## src/rtl/decoder_scan_if.sv

```systemverilog
// Bus bundle for decoder_scan: enable/mode/select/scan controls in, decoded outputs back.
interface decoder_scan_if #(
    parameter int unsigned SEL_W   = 2,
    parameter int unsigned DWELL_W = 8
);
    localparam int unsigned N = 1 << SEL_W;

    logic               g;
    logic               mode;
    logic [SEL_W-1:0]   sel;
    logic [DWELL_W-1:0] dwell;
    logic [SEL_W-1:0]   last;
    logic [N-1:0]       y;
    logic [SEL_W-1:0]   idx;
    logic               wrap;

    modport master (output g, mode, sel, dwell, last, input y, idx, wrap);
    modport slave  (input g, mode, sel, dwell, last, output y, idx, wrap);
endinterface

```

## src/rtl/decoder_scan.sv

```systemverilog
// One-cold active-low decoder with direct select and timed auto-scan modes.
// Optional macro DECODER_SCAN_BLANK_EN inserts a one-cycle all-off blank on every scan advance.
module decoder_scan #(
    parameter int unsigned SEL_W   = 2,
    parameter int unsigned DWELL_W = 8
) (
    input  logic           clk,
    input  logic           clr_n,
    decoder_scan_if.slave  bus
);
    localparam int unsigned N = 1 << SEL_W;

    localparam logic [1:0] IDLE       = 2'd0;
    localparam logic [1:0] DIRECT     = 2'd1;
    localparam logic [1:0] SCAN_HOLD  = 2'd2;
`ifdef DECODER_SCAN_BLANK_EN
    localparam logic [1:0] SCAN_BLANK = 2'd3;
`endif

    logic [1:0]         state, state_nxt;
    logic [N-1:0]       y, y_nxt;
    logic [SEL_W-1:0]   idx, idx_nxt;
    logic               wrap, wrap_nxt;
    logic [DWELL_W-1:0] cnt, cnt_nxt;
    logic               frozen, frozen_nxt;
    logic               in_scan_c;
    logic               wrap_adv_c;
    logic [SEL_W-1:0]   idx_adv_c;

    function automatic logic [N-1:0] one_cold(input logic [SEL_W-1:0] s);
        return ~(N'(1) << s);
    endfunction

`ifdef DECODER_SCAN_BLANK_EN
    assign in_scan_c = (state == SCAN_HOLD) || (state == SCAN_BLANK);
`else
    assign in_scan_c = (state == SCAN_HOLD);
`endif

    // An index above LAST (LAST lowered mid-scan) also wraps on its next advance
    assign wrap_adv_c = (idx >= bus.last);
    assign idx_adv_c  = wrap_adv_c ? '0 : idx + SEL_W'(1);

    always_comb begin
        state_nxt  = state;
        y_nxt      = y;
        idx_nxt    = idx;
        wrap_nxt   = 1'b0;
        cnt_nxt    = cnt;
        frozen_nxt = frozen;
        if (bus.g) begin
            // Freeze scan progress so a later re-enable resumes where it stopped
            state_nxt = IDLE;
            y_nxt     = '1;
            if (in_scan_c) begin
                frozen_nxt = 1'b1;
            end else if (state == DIRECT) begin
                frozen_nxt = 1'b0;
            end
        end else if (!bus.mode) begin
            state_nxt  = DIRECT;
            y_nxt      = one_cold(bus.sel);
            idx_nxt    = bus.sel;
            cnt_nxt    = '0;
            frozen_nxt = 1'b0;
        end else begin
            frozen_nxt = 1'b0;
            state_nxt  = SCAN_HOLD;
            case (state)
                SCAN_HOLD: begin
                    if (cnt == bus.dwell) begin
                        cnt_nxt  = '0;
                        idx_nxt  = idx_adv_c;
                        wrap_nxt = wrap_adv_c;
`ifdef DECODER_SCAN_BLANK_EN
                        state_nxt = SCAN_BLANK;
                        y_nxt     = '1;
`else
                        y_nxt     = one_cold(idx_adv_c);
`endif
                    end else begin
                        cnt_nxt = cnt + DWELL_W'(1);
                    end
                end
`ifdef DECODER_SCAN_BLANK_EN
                SCAN_BLANK: begin
                    y_nxt = one_cold(idx);
                end
`endif
                IDLE: begin
                    if (frozen) begin
                        y_nxt = one_cold(idx);
                    end else begin
                        idx_nxt = '0;
                        cnt_nxt = '0;
                        y_nxt   = one_cold(SEL_W'(0));
                    end
                end
                default: begin
                    idx_nxt = '0;
                    cnt_nxt = '0;
                    y_nxt   = one_cold(SEL_W'(0));
                end
            endcase
        end
    end

    always_ff @(posedge clk or negedge clr_n) begin
        if (!clr_n) begin
            state  <= IDLE;
            y      <= '1;
            idx    <= '0;
            wrap   <= 1'b0;
            cnt    <= '0;
            frozen <= 1'b0;
        end else begin
            state  <= state_nxt;
            y      <= y_nxt;
            idx    <= idx_nxt;
            wrap   <= wrap_nxt;
            cnt    <= cnt_nxt;
            frozen <= frozen_nxt;
        end
    end

    assign bus.y    = y;
    assign bus.idx  = idx;
    assign bus.wrap = wrap;
endmodule
```

## src/flat_wrapper.sv

```systemverilog
// flat-port wrapper written by rule: the top's interface ports become plain ports
module decoder_scan_flat 
#(
    parameter int unsigned SEL_W   = 2,
    parameter int unsigned DWELL_W = 8
)
  (clk, clr_n, bus_g, bus_mode, bus_sel, bus_dwell, bus_last, bus_y, bus_idx, bus_wrap);
  decoder_scan_if #(.SEL_W(SEL_W), .DWELL_W(DWELL_W)) bus_i ();
  input  logic clk;
  input  logic clr_n;
  input wire logic [$bits(bus_i.g)-1:0] bus_g;
  input wire logic [$bits(bus_i.mode)-1:0] bus_mode;
  input wire logic [$bits(bus_i.sel)-1:0] bus_sel;
  input wire logic [$bits(bus_i.dwell)-1:0] bus_dwell;
  input wire logic [$bits(bus_i.last)-1:0] bus_last;
  output wire logic [$bits(bus_i.y)-1:0] bus_y;
  output wire logic [$bits(bus_i.idx)-1:0] bus_idx;
  output wire logic [$bits(bus_i.wrap)-1:0] bus_wrap;
  assign bus_i.g = bus_g;
  assign bus_i.mode = bus_mode;
  assign bus_i.sel = bus_sel;
  assign bus_i.dwell = bus_dwell;
  assign bus_i.last = bus_last;
  assign bus_y = bus_i.y;
  assign bus_idx = bus_i.idx;
  assign bus_wrap = bus_i.wrap;
  decoder_scan #(.SEL_W(SEL_W), .DWELL_W(DWELL_W)) u_core (.clk(clk), .clr_n(clr_n), .bus(bus_i));
endmodule
```

## config.mk

```make
export PLATFORM = sky130hd
export DESIGN_NAME = decoder_scan_flat
export DESIGN_NICKNAME = d
export VERILOG_FILES = /design/src/rtl/decoder_scan_if.sv /design/src/rtl/decoder_scan.sv /design/src/flat_wrapper.sv
export SDC_FILE = /design/constraint.sdc
export NUM_CORES = 1
export LEC_CHECK = 0
export ABC_AREA = 0
export BUFFER_PORTS_ARGS = -buffer_cell sky130_fd_sc_hd__buf_4
export CAP_MARGIN = 0
export CORE_UTILIZATION = 49
export DETAILED_ROUTE_END_ITERATION = 10
export GPL_ROUTABILITY_DRIVEN = 0
export HOLD_SLACK_MARGIN = 0.06
export PLACE_DENSITY = 0.8
export SETUP_SLACK_MARGIN = 0.05
export SYNTH_ARGS = -nofsm -noshare
export SYNTH_HDL_FRONTEND = slang
export SYNTH_SLANG_ARGS = --single-unit
```

## constraint.sdc

```tcl
create_clock -name clk -period 1.8 [get_ports clk]
set_input_delay 0 -clock clk [delete_from_list [all_inputs] [get_ports clk]]
set_output_delay 0 -clock clk [all_outputs]
set_load 0.01 [all_outputs]
```

==> out/metrics.cfg <==
[status]
outcome=finished, final reports clean

[clock_tree]
cts_buffers=3
cts_tree=yes
clock_sinks=18
root_buffer=clkbuf_4
cts.path.max_buffers=2
worstSkewPairLatency_ns=0.29
clk_pin_slew_ns=0.10
htreeDepth=1

[detailed_routing]
wire_per_inst_um=15.9
ant_nets=0
dr.pass1.iters=4
drc=0
wirelength_mm=3.14
via_per_inst=5.63
drt-initial-drc-count=27
vias=1114

[global_routing]
grtUsageTotal=0.247
overflow=0
grt_first_pass_wirelength_mm=4.77
grt_max_degree=19
grt_pass1_vias=1101
antenna_found_initial=0

[layout]
syn_to_final_growth_pct=38.4
final_layout_size_suffix_gt1_frac=0.394
final_core_util=0.732
nets=194
layout.cells.non_filler=198
antenna_cells=0
fillers=166

[sta]
finalCritPeriodShare=0.955
slew_viol_final=0
skew_ns=0.00331
slew_headroom=0.741
fin_ws_ns=0.0817
rsz0062_at_grt=true
final-setup-viol-count=0
tns_ns=0
period_minus_slack_ns=1.72
max_freq_mhz=582
hold_viol_final=0
tightest_slew_ns=0.384

[logic_synthesis]
synthDominantCellAreaShare=0.294
synth_top_area_cell=dfrtp_1
async_flop_share=1.00
synthTopCellsByArea=dfrtp_1 (29%), dfstp_2 (8.8%), ha_1 (7.3%)
syn_inst=123
yosysUniqueCellTypes=42
avgSynthCellArea_um2=9.69
synth_area_um2=1190
syn_nets=146
ys.flop_type=dfrtp_1
synth-seq-area-share=0.382
synth_edf_count=0
synth_seq_cells=18
synth_warnings=0

[placement]
place_hpwl_mm=2.23
numPortBuffers=22
dp_slack_ns=0.0854
dp_cells=182

[floorplanning]
die_h_um=51.3
fp.coreArea_um2=2250
ioPinCount=23
initial_core_util=0.529
die_x_um=51.3
fp-row-count=17
dieArea_um2=2630

[power_and_ir_drop]
p_total_uw=952
p_per_area_nw_per_um2=577
p_leak_nw=0.769
vdd_drop_max_v=0.000462

[worst_hold_path]
hold_class=in2reg

[critical_path]
crit_arrival_ns=1.95
crit_fanout=2
cp.required_ns=2.03
endpoint_kind=flip-flop
worstSetupPathType=reg2reg
cp-start-kind=flip-flop

[flow_run]
drv_cap=0

-- flip-flops by register name, indices dropped and copies added, names as in the netlist --
name / cells
u_core.bus.wrap: 1
u_core.bus.idx: 2
u_core.bus.y: 4
u_core.cnt: 8
u_core.frozen: 1
u_core.state: 2
-- worst paths after layout --
kind | cells past startpoint | slack [ns] | endpoint | start
hold reg to reg | 2 | 0.55 | u_core.bus.y[1]$_DFFE_PN1P_ | u_core.bus.y[1]$_DFFE_PN1P_
hold / removal | 4 | 0.07 | u_core.bus.y[3]$_DFFE_PN1P_ | bus_sel[1]
min in group asynchronous | 2 | 0.10 | u_core.cnt[0]$_DFFE_PN0P_ | clr_n
max in group asynchronous | 2 | 1.44 | u_core.bus.y[0]$_DFFE_PN1P_ | clr_n
setup / recovery | 7 | 0.08 | u_core.bus.y[3]$_DFFE_PN1P_ | u_core.bus.idx[0]$_DFFE_PN0P_
setup reg to reg | 7 | 0.08 | u_core.bus.y[3]$_DFFE_PN1P_ | u_core.bus.idx[0]$_DFFE_PN0P_
-- report_power, final --
group	internal, mW	switching [mW]	total (mW)
logic	0.127	0.133	0.260
clock network	0.123	0.125	0.248
registers	0.425	0.0186	0.444
total	0.675	0.276	0.952
-- critical path, stage by stage, from the launching register on --
cell	delay (ns)
dfrtp_1	0.39
inv_1	0.07
ha_1	0.29
nand2b_2	0.22
a21oi_2	0.21
nand4_1	0.15
o21ai_0	0.23
o21ai_1	0.09
-- layout make-up --
type,count,area (µm²),area share
flip-flops and latches,18,455,0.276
well taps,28,35.0,0.0212
multi-input cells,93,728,0.441
inverters,8,30.0,0.0182
clock buffers,4,36.3,0.0220
repair buffers,47,365,0.221
-- what timing repair did --
item                                    in CTS  in global routing
gates resized for setup                      0                 10
endpoints found under the setup margin       0                 10
setup buffers                                0                  7
hold buffers                                 5                  0
endpoints found under the hold margin       26                  0
-- kinds of logic (layout without fill, tap and decap cells) --
kind of cell | count (synthesis) | count (layout) | share of synthesized area
muxes | 1 | 1 | 0.00944
DFF | 18 | 18 | 0.382
buffers and inverters | 12 | 59 | 0.0525
adders and majority gates | 8 | 8 | 0.0818
and+or+nand+nor | 38 | 38 | 0.195
AOI/OAI and AO/OA | 38 | 38 | 0.220
xor gates and xnor gates | 8 | 8 | 0.0588
-- synth_stat cells, drive strengths merged, types with 2 or more instances --
cell,count
inv,8
o31ai,2
dfrtp,14
nand2,9
xor2,8
nand4,2
ha,7
nor4,4
buf,4
nand2b,4
o22ai,2
nand3,5
nor2,5
and3,2
a21o,2
a211oi,3
a32oi,2
a22o,2
o21ai,11
a21oi,9
dfstp,4
-- stage by stage --
step / instance area, µm² / hold WS, ns
floorplan: 1190 / -0.296
global placement: 1460 / -0.122
detailed placement: 1460 / -0.119
CTS: 1540 / 0.0658
global route: 1650 / 0.0905
finish: 1650 / 0.0652
-- layout by cell type (no fill, tap or decap), drive strengths merged, types with 2 or more instances in the layout --
| master | synthesis | layout |
|---|---|---|
| a211oi | 3 | 3 |
| a21o | 2 | 2 |
| a21oi | 9 | 9 |
| a22o | 2 | 2 |
| a32oi | 2 | 2 |
| and3 | 2 | 2 |
| buf | 4 | 42 |
| clkbuf | 0 | 4 |
| dfrtp | 14 | 14 |
| dfstp | 4 | 4 |
| dlygate4sd3 | 0 | 5 |
| ha | 7 | 7 |
| inv | 8 | 8 |
| nand2 | 9 | 9 |
| nand2b | 4 | 4 |
| nand3 | 5 | 5 |
| nand4 | 2 | 2 |
| nor2 | 5 | 5 |
| nor4 | 4 | 4 |
| o21ai | 11 | 11 |
| o22ai | 2 | 2 |
| o31ai | 2 | 2 |
| xor2 | 8 | 8 |
-- metal layers --
layer  part of all wire  wire [µm]  track usage  vias to the layer above
met5                  0          0            0                        -
met4             0.0041         13       0.0541                        0
met3              0.053        165       0.0655                        2
met2               0.51       1590        0.434                       33
met1               0.44       1370        0.299                      536
li1                   -          -            -                      543
Power figures use the tool's default switching activity.
